**src/rtl/mux_arbiter.sv**
```systemverilog
// Two-requester round-robin arbiter driving a WIDTH-bit 2:1 mux into a single
// registered valid/ready output stage, with grants capped at MAX_BURST beats.
module mux_arbiter #(
    parameter int WIDTH     = 2,
    parameter int MAX_BURST = 4
) (
    input  logic             CLK,
    input  logic             RST,
    input  logic [WIDTH-1:0] X,
    input  logic             X_VALID,
    output logic             X_READY,
    input  logic [WIDTH-1:0] Y,
    input  logic             Y_VALID,
    output logic             Y_READY,
    output logic [WIDTH-1:0] O,
    output logic             O_VALID,
    input  logic             O_READY,
    output logic             S
);

    localparam int CW = (MAX_BURST > 1) ? $clog2(MAX_BURST) : 1;
    localparam logic [CW-1:0] LAST_BEAT = CW'(MAX_BURST - 1);

    typedef enum logic [1:0] {
        IDLE,
        GRANT_X,
        GRANT_Y
    } state_t;

    state_t           state_reg;
    logic [CW-1:0]    cnt_reg;
    logic             s_reg;
    logic [WIDTH-1:0] o_reg;
    logic             o_valid_reg;

    logic             can_load;
    logic             x_xfer;
    logic             y_xfer;
    logic             burst_end;
    logic [WIDTH-1:0] mux_data;

    // The mux is steered by the registered select, which always matches the grant.
    genvar gi;
    generate
        for (gi = 0; gi < WIDTH; gi++) begin : g_mux
            assign mux_data[gi] = s_reg ? Y[gi] : X[gi];
        end
    endgenerate

    assign can_load  = !o_valid_reg || O_READY;
    assign X_READY   = (state_reg == GRANT_X) && can_load;
    assign Y_READY   = (state_reg == GRANT_Y) && can_load;
    assign x_xfer    = X_VALID && X_READY;
    assign y_xfer    = Y_VALID && Y_READY;
    assign burst_end = (cnt_reg == LAST_BEAT);

    assign O       = o_reg;
    assign O_VALID = o_valid_reg;
    assign S       = s_reg;

    always_ff @(posedge CLK or posedge RST) begin
        if (RST) begin
            state_reg   <= IDLE;
            cnt_reg     <= '0;
            s_reg       <= 1'b1;
            o_reg       <= '0;
            o_valid_reg <= 1'b0;
        end else begin
            if (x_xfer || y_xfer) begin
                o_reg       <= mux_data;
                o_valid_reg <= 1'b1;
            end else if (O_READY) begin
                o_valid_reg <= 1'b0;
            end

            case (state_reg)
                IDLE: begin
                    // On a tie the side opposite the last grant wins.
                    if (X_VALID && Y_VALID) begin
                        if (s_reg) begin
                            state_reg <= GRANT_X;
                            s_reg     <= 1'b0;
                        end else begin
                            state_reg <= GRANT_Y;
                            s_reg     <= 1'b1;
                        end
                    end else if (X_VALID) begin
                        state_reg <= GRANT_X;
                        s_reg     <= 1'b0;
                    end else if (Y_VALID) begin
                        state_reg <= GRANT_Y;
                        s_reg     <= 1'b1;
                    end
                end

                GRANT_X: begin
                    if (can_load) begin
                        if (X_VALID) begin
                            if (burst_end) begin
                                cnt_reg <= '0;
                                if (Y_VALID) begin
                                    state_reg <= GRANT_Y;
                                    s_reg     <= 1'b1;
                                end
                            end else begin
                                cnt_reg <= cnt_reg + CW'(1);
                            end
                        end else begin
                            cnt_reg <= '0;
                            if (Y_VALID) begin
                                state_reg <= GRANT_Y;
                                s_reg     <= 1'b1;
                            end else begin
                                state_reg <= IDLE;
                            end
                        end
                    end
                end

                GRANT_Y: begin
                    if (can_load) begin
                        if (Y_VALID) begin
                            if (burst_end) begin
                                cnt_reg <= '0;
                                if (X_VALID) begin
                                    state_reg <= GRANT_X;
                                    s_reg     <= 1'b0;
                                end
                            end else begin
                                cnt_reg <= cnt_reg + CW'(1);
                            end
                        end else begin
                            cnt_reg <= '0;
                            if (X_VALID) begin
                                state_reg <= GRANT_X;
                                s_reg     <= 1'b0;
                            end else begin
                                state_reg <= IDLE;
                            end
                        end
                    end
                end

                default: begin
                    state_reg <= IDLE;
                    cnt_reg   <= '0;
                end
            endcase
        end
    end

endmodule

```
**config.mk**
```make
export PLATFORM = sky130hd
export DESIGN_NAME = mux_arbiter
export DESIGN_NICKNAME = d
export VERILOG_FILES = /design/src/rtl/mux_arbiter.sv
export SDC_FILE = /design/constraint.sdc
export NUM_CORES = 1
export LEC_CHECK = 0
export CAP_MARGIN = 0
export CORE_AREA = 3 3 40 42
export CTS_CLUSTER_DIAMETER = 200
export DETAILED_ROUTE_END_ITERATION = 8
export DIE_AREA = 0 0 43 45
export HOLD_SLACK_MARGIN = 0.03
export PLACE_DENSITY_LB_ADDON = 0.12
export RECOVER_POWER = 50
export REMOVE_ABC_BUFFERS = 1
export SETUP_SLACK_MARGIN = 0.05
export SYNTH_ARGS = -nofsm -noshare
export SYNTH_HDL_FRONTEND = slang
export SYNTH_SLANG_ARGS = --single-unit
```
**constraint.sdc**
```tcl
create_clock -name CLK -period 4.1 [get_ports CLK]
set_input_delay 1.025 -clock CLK [delete_from_list [all_inputs] [get_ports CLK]]
set_output_delay 1.025 -clock CLK [all_outputs]
set_load 0.02 [all_outputs]
```
# Word-level counts from Yosys, hierarchy flattened
# Cells that the tools add are included.
[totals]
register_bits = 8
inputBits = 9
out_inout_bits = 6
wordCells = 65
[op_classes]
addsub = 1
eq_ne = 8
mux = 36
bitwise_logic = 1
n_reduce_logical = 14
[ops]
columns = ["operator", "n"]
rows = [
  ["$mux 2", 17],
  ["$mux 1", 16],
  ["$pmux 2 s3", 2],
  ["$reduce_and 5->1", 2],
  ["$ne 3x3->1 const B", 3],
  ["$logic_and 1x1->1", 5],
  ["$eq 2x2->1 const B", 2],
  ["$ne 2x2->1 const B", 2],
  ["$pmux 1 s3", 1],
  ["$reduce_and 3->1", 1],
  ["$reduce_bool 3->1", 1],
  ["$add 2x1->2 const B", 1],
  ["$eq 2x1->1 const B", 1],
  ["$logic_not 2->1", 1],
  ["$logic_or 1x1->1", 2],
  ["$reduce_bool 2->1", 1],
  ["$logic_not 1->1", 1],
  ["$not 1->1", 1],
]

# Logic depth before layout (Yosys ltp)
# Gate-level depths: netlist of run 1.
[depth]
ltp_word = 6
depth_mapped = 6
mapped_depth_nobuf = 6

# Worst setup path after synthesis of run 1
# Ideal clock, no wire load.
[synth_timing]
kind = "input -> output"
from = "input port O_READY"
to = "output port X_READY"
arrival_ps = 1399
required_time_ps = 3075
slack_ps = 1676
path_stages = 2
path_cell_list = "nand2b_1 > and2_2"
[synth_between]
elab_chain_cells = 2
[synth_rtl]
columns = ["element", "line_no", "source"]
rows = [
  ["start: declaration", "17", "input logic O_READY,"],
  ["$logic_or 1x1->1", "50", "assign can_load = !o_valid_reg || O_READY;"],
  ["$logic_and 1x1->1", "51", "assign X_READY = (state_reg == GRANT_X) && can_load;"],
  ["end: declaration", "11", "output logic X_READY,"],
]
# No other way between the ends.

# Worst setup path in the final report of run 1
# Ends and elaborated chain as after synthesis.

==> results of run 1 <==
[kinds of logic (layout without fill, tap and decap cells)]
family          after synthesis  after routing
simple gates                 21             21
mux                           4              4
fa+ha+maj                     6              6
buf+inv                       7             23
flops                         8              8
compound gates               19             19
[path summary, 6_finish.rpt]
kind,start,endpoint,slack [ns],depth (start not counted)
setup / recovery,O_READY,X_READY,0.69,4
hold / removal,cnt_reg[0]$_DFFE_PP0P_,cnt_reg[0]$_DFFE_PP0P_,0.52,1
setup reg to reg,state_reg[1]$_DFFE_PP0P_,state_reg[1]$_DFFE_PP0P_,2.11,6
hold reg to reg,cnt_reg[0]$_DFFE_PP0P_,cnt_reg[0]$_DFFE_PP0P_,0.52,1
max in group asynchronous,RST,S$_DFFE_PP1P_,2.66,2
min in group asynchronous,RST,O[1]$_DFFE_PP0P_,1.14,2
[power groups by stage]
| stage | sequential [mW] | clock (mW) | combinational (mW) |
|---|---|---|---|
| after CTS | 0.156 | 0.0715 | 0.346 |
| after global routing | 0.162 | 0.0759 | 0.384 |
| after floorplan | 0.174 | 0 | 0.218 |
| final | 0.155 | 0.0700 | 0.343 |
| after detailed placement | 0.157 | 0 | 0.344 |
| after global placement | 0.154 | 0 | 0.341 |
[worst register-to-register path: stages (launching register included)]
cell,delay (ns)
dfrtp_1,0.42
inv_1,0.09
ha_1,0.27
or2_1,0.29
a222oi_1,0.58
a21oi_1,0.14
a21oi_1,0.14
[metal layers]
metal	vias up	global-route usage [%]	share of wire (%)
met5	-	0	0
li1	259	-	-
met2	17	25.4	48
met3	5	5.18	6.5
met4	0	10.8	3.0
met1	233	18.2	42
[through the flow]
step                      hold slack [ns]  instances
after floorplan                     0.477         63
after global placement              0.496         92
after detailed placement            0.501         92
after CTS                           0.519         96
after global routing                0.552         96
final                               0.520         96
[cell type report]
type / instances / area [sq um] / share of cell area (%)
Inverter: 5 / 18.8 / 2.48
Multi-Input combinational cell: 50 / 353 / 46.5
Clock buffer: 4 / 26.3 / 3.47
Sequential cell: 8 / 201 / 26.6
Tap cell: 15 / 18.8 / 2.48
Timing Repair Buffer: 14 / 140 / 18.5
[cell usage in the layout (no fill, tap or decap), drive strengths merged]
master,n
ha,6
o21ai,1
a21oi,7
or3,1
nand2,3
clkbuf,4
nor2b,3
nand2b,2
a222oi,1
dlygate4sd3,2
or2,1
clkdlybuf4s50,12
a31oi,3
a22o,2
nor2,6
a22oi,2
and2,3
dfrtp,7
mux2i,4
dfstp,1
a21o,3
or3b,1
inv,5
nor3,1
[synthesized netlist by cell type]
cell type	number	area share [%]
or2_1	1	1.1
or3_1	1	1.1
inv_1	5	3.2
a21oi_1	7	6.0
and2_2	1	1.3
and2_1	1	1.1
ha_1	6	13
or3b_2	1	1.5
a21o_2	1	1.5
a22o_2	1	1.7
a31oi_1	3	3.2
nor3_1	1	0.86
and2_0	1	1.1
nor2b_1	3	3.2
nand2_1	3	1.9
nand2b_1	2	2.1
nor2_1	6	3.9
a22oi_1	2	2.6
mux2i_1	4	6.9
buf_2	2	1.7
o21ai_0	1	0.86
dfrtp_1	7	30
dfstp_2	1	4.5
a222oi_1	1	1.7
a21o_1	2	2.6
a22o_1	1	1.5
==> flow_summary.json, run 1 <==
{
  "dp_slack_ns": 0.691,
  "setup.worst_path.end_class": "output port",
  "synth_adder_area_share_pct": 12.9,
  "outcome": "finished clean",
  "timing.critical_path.from_type": "input pin",
  "cts.sink_count": 8,
  "detail_route.vias_per_cell": 5.35,
  "final_design_area_no_fill_sq_um": 758,
  "cts_repair_resize_count": 0,
  "die_h_um": 45,
  "placeableCoreArea_sq_um": 1280,
  "internal_power_mw": 0.327,
  "antenna_cells": 0,
  "synth_top_family_by_area": "compound AO/OA/AOI/OAI gates",
  "timing.critical_path.arrival_ns": 2.38,
  "row_count": 13,
  "synth_cell_types": 26,
  "first_global_vias": 482,
  "hp-class": "reg -> reg",
  "crit_type": "in -> out",
  "detail_route.iter0.violations": 14,
  "cp_data_required_time_ns": 3.07,
  "worstPathBufferInverterCount": 2,
  "max_cap_viol_count": 0,
  "fin_skew_ns": 0.00614,
  "portion_of_the_clock_cycle_consumed_by_the_worst_path_in_the_final_layout_pct": 83.1,
  "cts-root-buf": "clkbuf_4",
  "final_critical_path_setup_slack_ns": 0.694,
  "vdd_ir_drop_max_mv": 0.313,
  "critical-path-slowest-cell": "clkdlybuf4s50_1",
  "avgSynthCellArea_sq_um": 8.97,
  "grt_max_degree": 10,
  "tritoncts": "built",
  "path_cells": "clkdlybuf4s50_1 -> nand2b_1 -> and2_2 -> clkdlybuf4s50_1",
  "slew_headroom_pct": 61.6,
  "seq_area_frac_synth_pct": 34.5,
  "gpl.final_weighted_congestion": 0.795,
  "placement.io_buffers": 14,
  "synthToLayoutAreaGrowth_pct": 30.0,
  "final-setup-viol-count": 0,
  "fp.dieArea_sq_um": 1940,
  "power.share.sequential_pct": 27.3,
  "fillers": 127,
  "post_synthesis_instance_area_sq_um": 583,
  "synth_compound_area_share_pct": 21.7,
  "design_power_total_mw": 0.569,
  "cts.repair_timing.setup_buffer_count": 0,
  "design.final.nets": 97,
  "cts.reportedPaths.clkPinSlew_ns": 0.06,
  "worst_skew_pair.late_latency_ns": 0.27,
  "synth.ff_latch_count": 8,
  "worst_path_most_repeated_cell": "clkdlybuf4s50_1",
  "power_per_cell_area_nw_per_um2": 750,
  "worst_slew_pin_slew_ns": 0.576,
  "path_delay_family": "buffers and inverters",
  "synthesis.yosys.warnings": 0,
  "antenna_violations_before_repair": 0,
  "pwr-share-comb_pct": 60.4,
  "via_count": 514,
  "routed_wl_um": 1200,
  "cts-hold-fix-buffers": 0,
  "final_layout_size_suffix_gt1_share_pct": 9.88,
  "cts_buffers": 3,
  "route.antenna.remaining_nets": 0,
  "switching_share_pct": 42.4,
  "grt_first_pass_wirelength_um": 2170,
  "initial_utilization_pct": 45.4,
  "top_level_ports": 15,
  "htree_levels": 1,
  "grt_setup_unrepaired": "no",
  "die_width_um": 43,
  "wl_per_cell_um": 12.5,
  "postPlaceCellArea_sq_um": 732,
  "layout.core_utilization_pct": 59.0,
  "cellLeakagePower_nw": 0.358,
  "final_hold_viol_count": 0,
  "postSynthCellCount": 65,
  "synth.area.mux_share_pct": 6.87,
  "globalRouteTotalUtil_pct": 15.9,
  "synth_simple_gate_area_share_pct": 19.1,
  "worst-path-max-fanout": 3,
  "final-max-slew-violation-count": 0,
  "finalWorstPathRequiredPeriod_ns": 3.41,
  "first_pass_iters": 4,
  "totalNegativeSetupSlack_ns": 0,
  "clockBufferDepth": 2,
  "power.share.clock_pct": 12.3,
  "yosys.area_share.xor_xnor_pct": 0,
  "grt.overflow.total": 0,
  "detail_route.drc_violations": 0,
  "total_switching_power_mw": 0.241,
  "place.detailed.hpwl_um": 943,
  "maxClockFrequency_mhz": 294,
  "crit_path_max_incr_delay_ns": 0.60
}
Power figures use the tool's default switching activity.
==> run 2, diff against run 1 <==
CORE_AREA = default   (was 3 3 40 42)
CORE_MARGIN = 3   (was default)
CORE_UTILIZATION = 41   (was default)
DIE_AREA = default   (was 0 0 43 45)
clock period = 3 ns   (was 4.1 ns; I/O delays follow)
==> flow_summary.json, run 2 (same netlist as run 1, synthesis figures left out) <==
{
  "cts-root-buf": "clkbuf_4",
  "worst-path-max-fanout": 3,
  "first_global_vias": 463,
  "fin_skew_ns": 0.00506,
  "initial_utilization_pct": 47.9,
  "cts.sink_count": 8,
  "die_h_um": 43.7,
  "hold-path-endpoint": "cnt_reg[0]$_DFFE_PP0P_",
  "clockBufferDepth": 2,
  "place.detailed.hpwl_um": 996,
  "cts_repair_resize_count": 0,
  "final_critical_path_setup_slack_ns": 0.148,
  "setup.worst_path.end_class": "output port",
  "totalNegativeSetupSlack_ns": 0,
  "die_width_um": 43.7,
  "row_count": 12,
  "final-setup-viol-count": 0,
  "placement.io_buffers": 14,
  "timing.hold.ws_ns": 0.508,
  "timing.critical_path.arrival_ns": 2.10,
  "cp_data_required_time_ns": 2.25,
  "mostFrequentLayoutCell": "clkdlybuf4s50_1",
  "grt_first_pass_wirelength_um": 2020,
  "power_per_cell_area_nw_per_um2": 1040,
  "hp-class": "reg -> reg",
  "setup.worst_path.start": "O_READY",
  "detail_route.vias_per_cell": 5.64,
  "worst-r2r-cell-count": 6,
  "min_delay_path_depth": 1,
  "fp.dieArea_sq_um": 1910,
  "switching_share_pct": 43.2,
  "max_cap_viol_count": 0,
  "path_cells": "clkdlybuf4s50_1 -> nand2b_1 -> and2_2 -> clkdlybuf4s50_1",
  "wl_per_cell_um": 13.6,
  "final-max-slew-violation-count": 0,
  "portion_of_the_clock_cycle_consumed_by_the_worst_path_in_the_final_layout_pct": 95.1,
  "critical-path-slowest-cell": "clkdlybuf4s50_1",
  "via_count": 536,
  "route.antenna.remaining_nets": 0,
  "routed_wl_um": 1290,
  "internal_power_mw": 0.448,
  "pwr-share-comb_pct": 61.7,
  "worst_slew_pin_slew_ns": 0.554,
  "placeableCoreArea_sq_um": 1220,
  "antenna_cells": 0,
  "final_design_area_no_fill_sq_um": 757,
  "stdcell_count": 95,
  "total_switching_power_mw": 0.341,
  "vdd_ir_drop_max_mv": 0.596,
  "cts-hold-fix-buffers": 0,
  "ff2ff_setup_slack_ns": 1.00,
  "gpl.final_weighted_congestion": 0.778,
  "tritoncts": "built",
  "detail_route.drc_violations": 0,
  "cts_buffers": 3,
  "globalRouteTotalUtil_pct": 14.6,
  "slew_headroom_pct": 63.1,
  "htree_levels": 1,
  "crit_path_max_incr_delay_ns": 0.59,
  "grt_setup_unrepaired": "no",
  "regToRegStartpoint": "state_reg[0]$_DFFE_PP0P_",
  "synthToLayoutAreaGrowth_pct": 29.8,
  "maxClockFrequency_mhz": 351,
  "first_pass_iters": 4,
  "outcome": "finished clean",
  "crit_type": "in -> out",
  "power.share.clock_pct": 11.3,
  "worst_skew_pair.late_latency_ns": 0.26,
  "layout.cells.most_common_list": "clkdlybuf4s50_1 (12), dfrtp_1 (7), a21oi_1 (7)",
  "power.share.sequential_pct": 27.0,
  "dp_slack_ns": 0.145,
  "cellLeakagePower_nw": 0.358,
  "postPlaceCellArea_sq_um": 731,
  "worstPathBufferInverterCount": 2,
  "detail_route.iter0.violations": 27,
  "top_level_ports": 15,
  "timing.critical_path.from_type": "input pin",
  "worst_path_most_repeated_cell": "clkdlybuf4s50_1",
  "final_hold_viol_count": 0,
  "path_delay_family": "buffers and inverters",
  "fillers": 123,
  "antenna_violations_before_repair": 0,
  "design.final.nets": 97,
  "cts.repair_timing.setup_buffer_count": 0,
  "final_layout_size_suffix_gt1_share_pct": 9.88,
  "finalWorstPathRequiredPeriod_ns": 2.85,
  "worst_hold_startpoint": "cnt_reg[0]$_DFFE_PP0P_",
  "grt_max_degree": 10,
  "grt.overflow.total": 0,
  "critical_path.reg2reg.endpoint": "state_reg[1]$_DFFE_PP0P_",
  "dp_cells": 91,
  "cts.reportedPaths.clkPinSlew_ns": 0.05
}
==> run 2: through the flow <==
step	util [%]	total power, mW
floorplan	-	0.536
global placement	60.1	0.684
detailed placement	60.1	0.700
CTS	62.2	0.793
global route	62.2	0.854
finish	62.2	0.790
==> run 2: area by class of cell <==
class	count	area [sq um]	area share, %
multi-input combinational	50	353	46.6
sequential	8	201	26.6
timing repair buffer	14	140	18.5
clock buffer	4	26.3	3.47
inverter	5	18.8	2.48
tap	14	17.5	2.31
==> run 2: worst max path at each step <==
stage / to / depth (start not counted)
floorplan: X_READY / 2
global placement: X_READY / 4
detailed placement: X_READY / 4
CTS: X_READY / 4
global route: Y_READY / 4
finish: X_READY / 4
==> run 2: layer usage <==
layer	vias up	routed length, um	GRT usage (%)
li1	259	-	-
met1	251	537	17.6
met2	22	631	22.1
met3	4	104	7.88
met4	0	19	4.82
met5	-	0	0
==> run 2: power groups by stage <==
stage | sequential, mW | combinational (mW) | clock [mW]
2_1_floorplan | 0.238 | 0.298 | 0
3_3_place_gp | 0.212 | 0.472 | 0
3_5_place_dp | 0.215 | 0.485 | 0
4_1_cts | 0.213 | 0.487 | 0.0927
5_1_grt | 0.225 | 0.530 | 0.0985
6_report | 0.213 | 0.487 | 0.0892
==> edit (config.mk and constraints of run 2) <==
Reset style: synchronous (`RST`), changed in one clocked block.
--- a/src/rtl/mux_arbiter.sv
+++ b/src/rtl/mux_arbiter.sv
@@ -59,5 +59,5 @@
     assign S       = s_reg;
 
-    always_ff @(posedge CLK or posedge RST) begin
+    always_ff @(posedge CLK) begin
         if (RST) begin
             state_reg   <= IDLE;
Function: differs if RST is asserted again (counterexample within 4 cycles, from zero or initial values and one cycle with RST high); with RST held inactive, the same outputs for 10 cycles.
==> edit against run 2 <==
Maximum frequency increased by 0.84%; register-to-register slack improved by 240 ps; core utilization is 0.96 points lower; combinational power down 28%; setup slack gained 24 ps; sequential power shrank 21%; hold slack worse by 27 ps; routed wire length decreased by 7.6%; via count is 0.75% higher; sequential cell count unchanged; synthesized area decreased by 5.2%; power fell by 24%; design area fell by 4.0%; largest cell class unchanged.
==> edit: results (changes against run 2) <==
Run status
  • Status: finished clean (unchanged)

Global route
  • Wire length of the first global-routing pass: 2014 um (was 2021 um)
  • Via count of the first global-routing pass: 477 (was 463)
  • Total track usage: 14.32% (was 14.62%)

Final layout
  • Layout cells sized above 1: 4.878% (was 9.877%)
  • Final Net Count: 99 (was 97)
  • Filler instances: 114 (was 123)

Min path
  • Number of cells on the worst hold path: 2 (was 1)

Synthesis
  • Adder-cell area share of the yosys netlist: 13.57% (was 12.88%)
  • Synth warn: 0 (unchanged)
  • Predominant post-synthesis flop cell: sky130_fd_sc_hd__dfxtp_1 (was sky130_fd_sc_hd__dfrtp_1)
  • Sequential share of the synthesized area: 28.96% (was 34.55%)
  • Most used standard cells in the synthesized netlist: 8 x sky130_fd_sc_hd__dfxtp_1, 6 x sky130_fd_sc_hd__ha_1, 5 x sky130_fd_sc_hd__a21oi_1, 5 x sky130_fd_sc_hd__inv_1, 5 x sky130_fd_sc_hd__o21ai_0 (was 7 x sky130_fd_sc_hd__a21oi_1, 7 x sky130_fd_sc_hd__dfrtp_1, 6 x sky130_fd_sc_hd__ha_1, 6 x sky130_fd_sc_hd__nor2_1, 5 x sky130_fd_sc_hd__inv_1)
  • Async SR Flop Fraction: 0% (was 100.0%)
  • Top area cells in the synthesized netlist: sky130_fd_sc_hd__dfxtp_1 29%, sky130_fd_sc_hd__ha_1 14%, sky130_fd_sc_hd__a21oi_1 4.5%, sky130_fd_sc_hd__nand2b_1 4.5%, sky130_fd_sc_hd__o21ai_0 4.5% (was sky130_fd_sc_hd__dfrtp_1 30%, sky130_fd_sc_hd__ha_1 13%, sky130_fd_sc_hd__mux2i_1 6.9%, sky130_fd_sc_hd__a21oi_1 6.0%, sky130_fd_sc_hd__dfstp_2 4.5%)
  • Number of unique standard cell types used by synthesis: 28 (was 26)
  • Synth Area in Compound Gates: 30.09% (was 21.67%)
  • Multiplexer share of the synthesized area: 3.620% (was 6.867%)

Route
  • Detailed-router iteration count before antenna repair: 4 (unchanged)
  • Total length of routed met2 wires: 500 um (was 631 um)
  • Via total after detailed routing: 540 (was 536)
  • WL/cell: 12.45 um (was 13.61 um)
  • Met1 wire length: 614 um (was 537 um)
  • Metal3 WL: 73 um (was 104 um)
  • Uppermost layer routed: met4 (unchanged)
  • Violation count after the first detailed-routing iteration: 19 (was 27)

Timing
  • Worst rel slew slack: 67.73% (was 63.09%)
  • Post-route setup slack: 171.4 ps (was 147.6 ps)

Placement
  • Detailed-placement wirelength estimate: 944.1 um (was 996.4 um)
  • Final weighted congestion of routability-driven global placement: 0.8029 (was 0.7776)
  • Pre-CTS worst setup slack: 163.5 ps (was 144.8 ps)

Worst setup path
  • CP max FO: 5 (was 3)
  • Data arrival time of the critical path: 2080 ps (was 2100 ps)

Power
  • Maximum vdd ir drop: 508.6 uV (was 595.5 uV)
  • P_sw: 257.3 uW (was 341.5 uW)

CTS
  • Count of H-tree levels built during CTS: 1 (unchanged)
[edit: path summary, 6_finish.rpt]
path | start | slack (ps) | endpoint
setup reg to reg | state_reg[0] | 1240 | cnt_reg[1]
hold / removal | cnt_reg[1] | 480 | cnt_reg[1]
hold reg to reg | cnt_reg[1] | 480 | cnt_reg[1]
setup / recovery | O_READY | 170 | Y_READY
[edit: power by group through the flow]
stage | sequential (uW) | clock, uW | combinational (uW)
6_report | 168 | 82.9 | 352
2_1_floorplan | 187 | 0 | 221
5_1_grt | 174 | 90.9 | 396
4_1_cts | 169 | 86.6 | 362
3_5_place_dp | 171 | 0 | 359
3_3_place_gp | 170 | 0 | 356
[edit: stage by stage]
step | util (%) | hold slack, ps | cells | area (um2) | total power, uW
2_1_floorplan | - | 447.2 | 64 | 544.3 | 408.0
3_3_place_gp | 59.81 | 464.1 | 93 | 709.4 | 525.6
3_5_place_dp | 59.81 | 470.5 | 93 | 709.4 | 530.2
4_1_cts | 61.71 | 478.2 | 96 | 732.0 | 617.7
5_1_grt | 61.29 | 518.8 | 96 | 726.9 | 661.2
6_report | 61.29 | 481.4 | 96 | 726.9 | 603.4
[edit: layout make-up]
| type | count | area [um2] | area share, % |
|---|---|---|---|
| clock buffers | 3 | 22.52 | 3.098 |
| inverters | 5 | 18.77 | 2.582 |
| flip-flops and latches | 8 | 160.2 | 22.03 |
| well taps | 14 | 17.52 | 2.410 |
| multi-input cells | 51 | 360.3 | 49.57 |
| repair buffers | 15 | 147.6 | 20.31 |
[edit: metal layers]
layer  global-route usage [%]  vias to the layer above
met1                    19.69                      241
li1                         -                      279
met4                    3.727                        0
met3                    5.508                        2
met2                    20.66                       18
met5                        0                        -
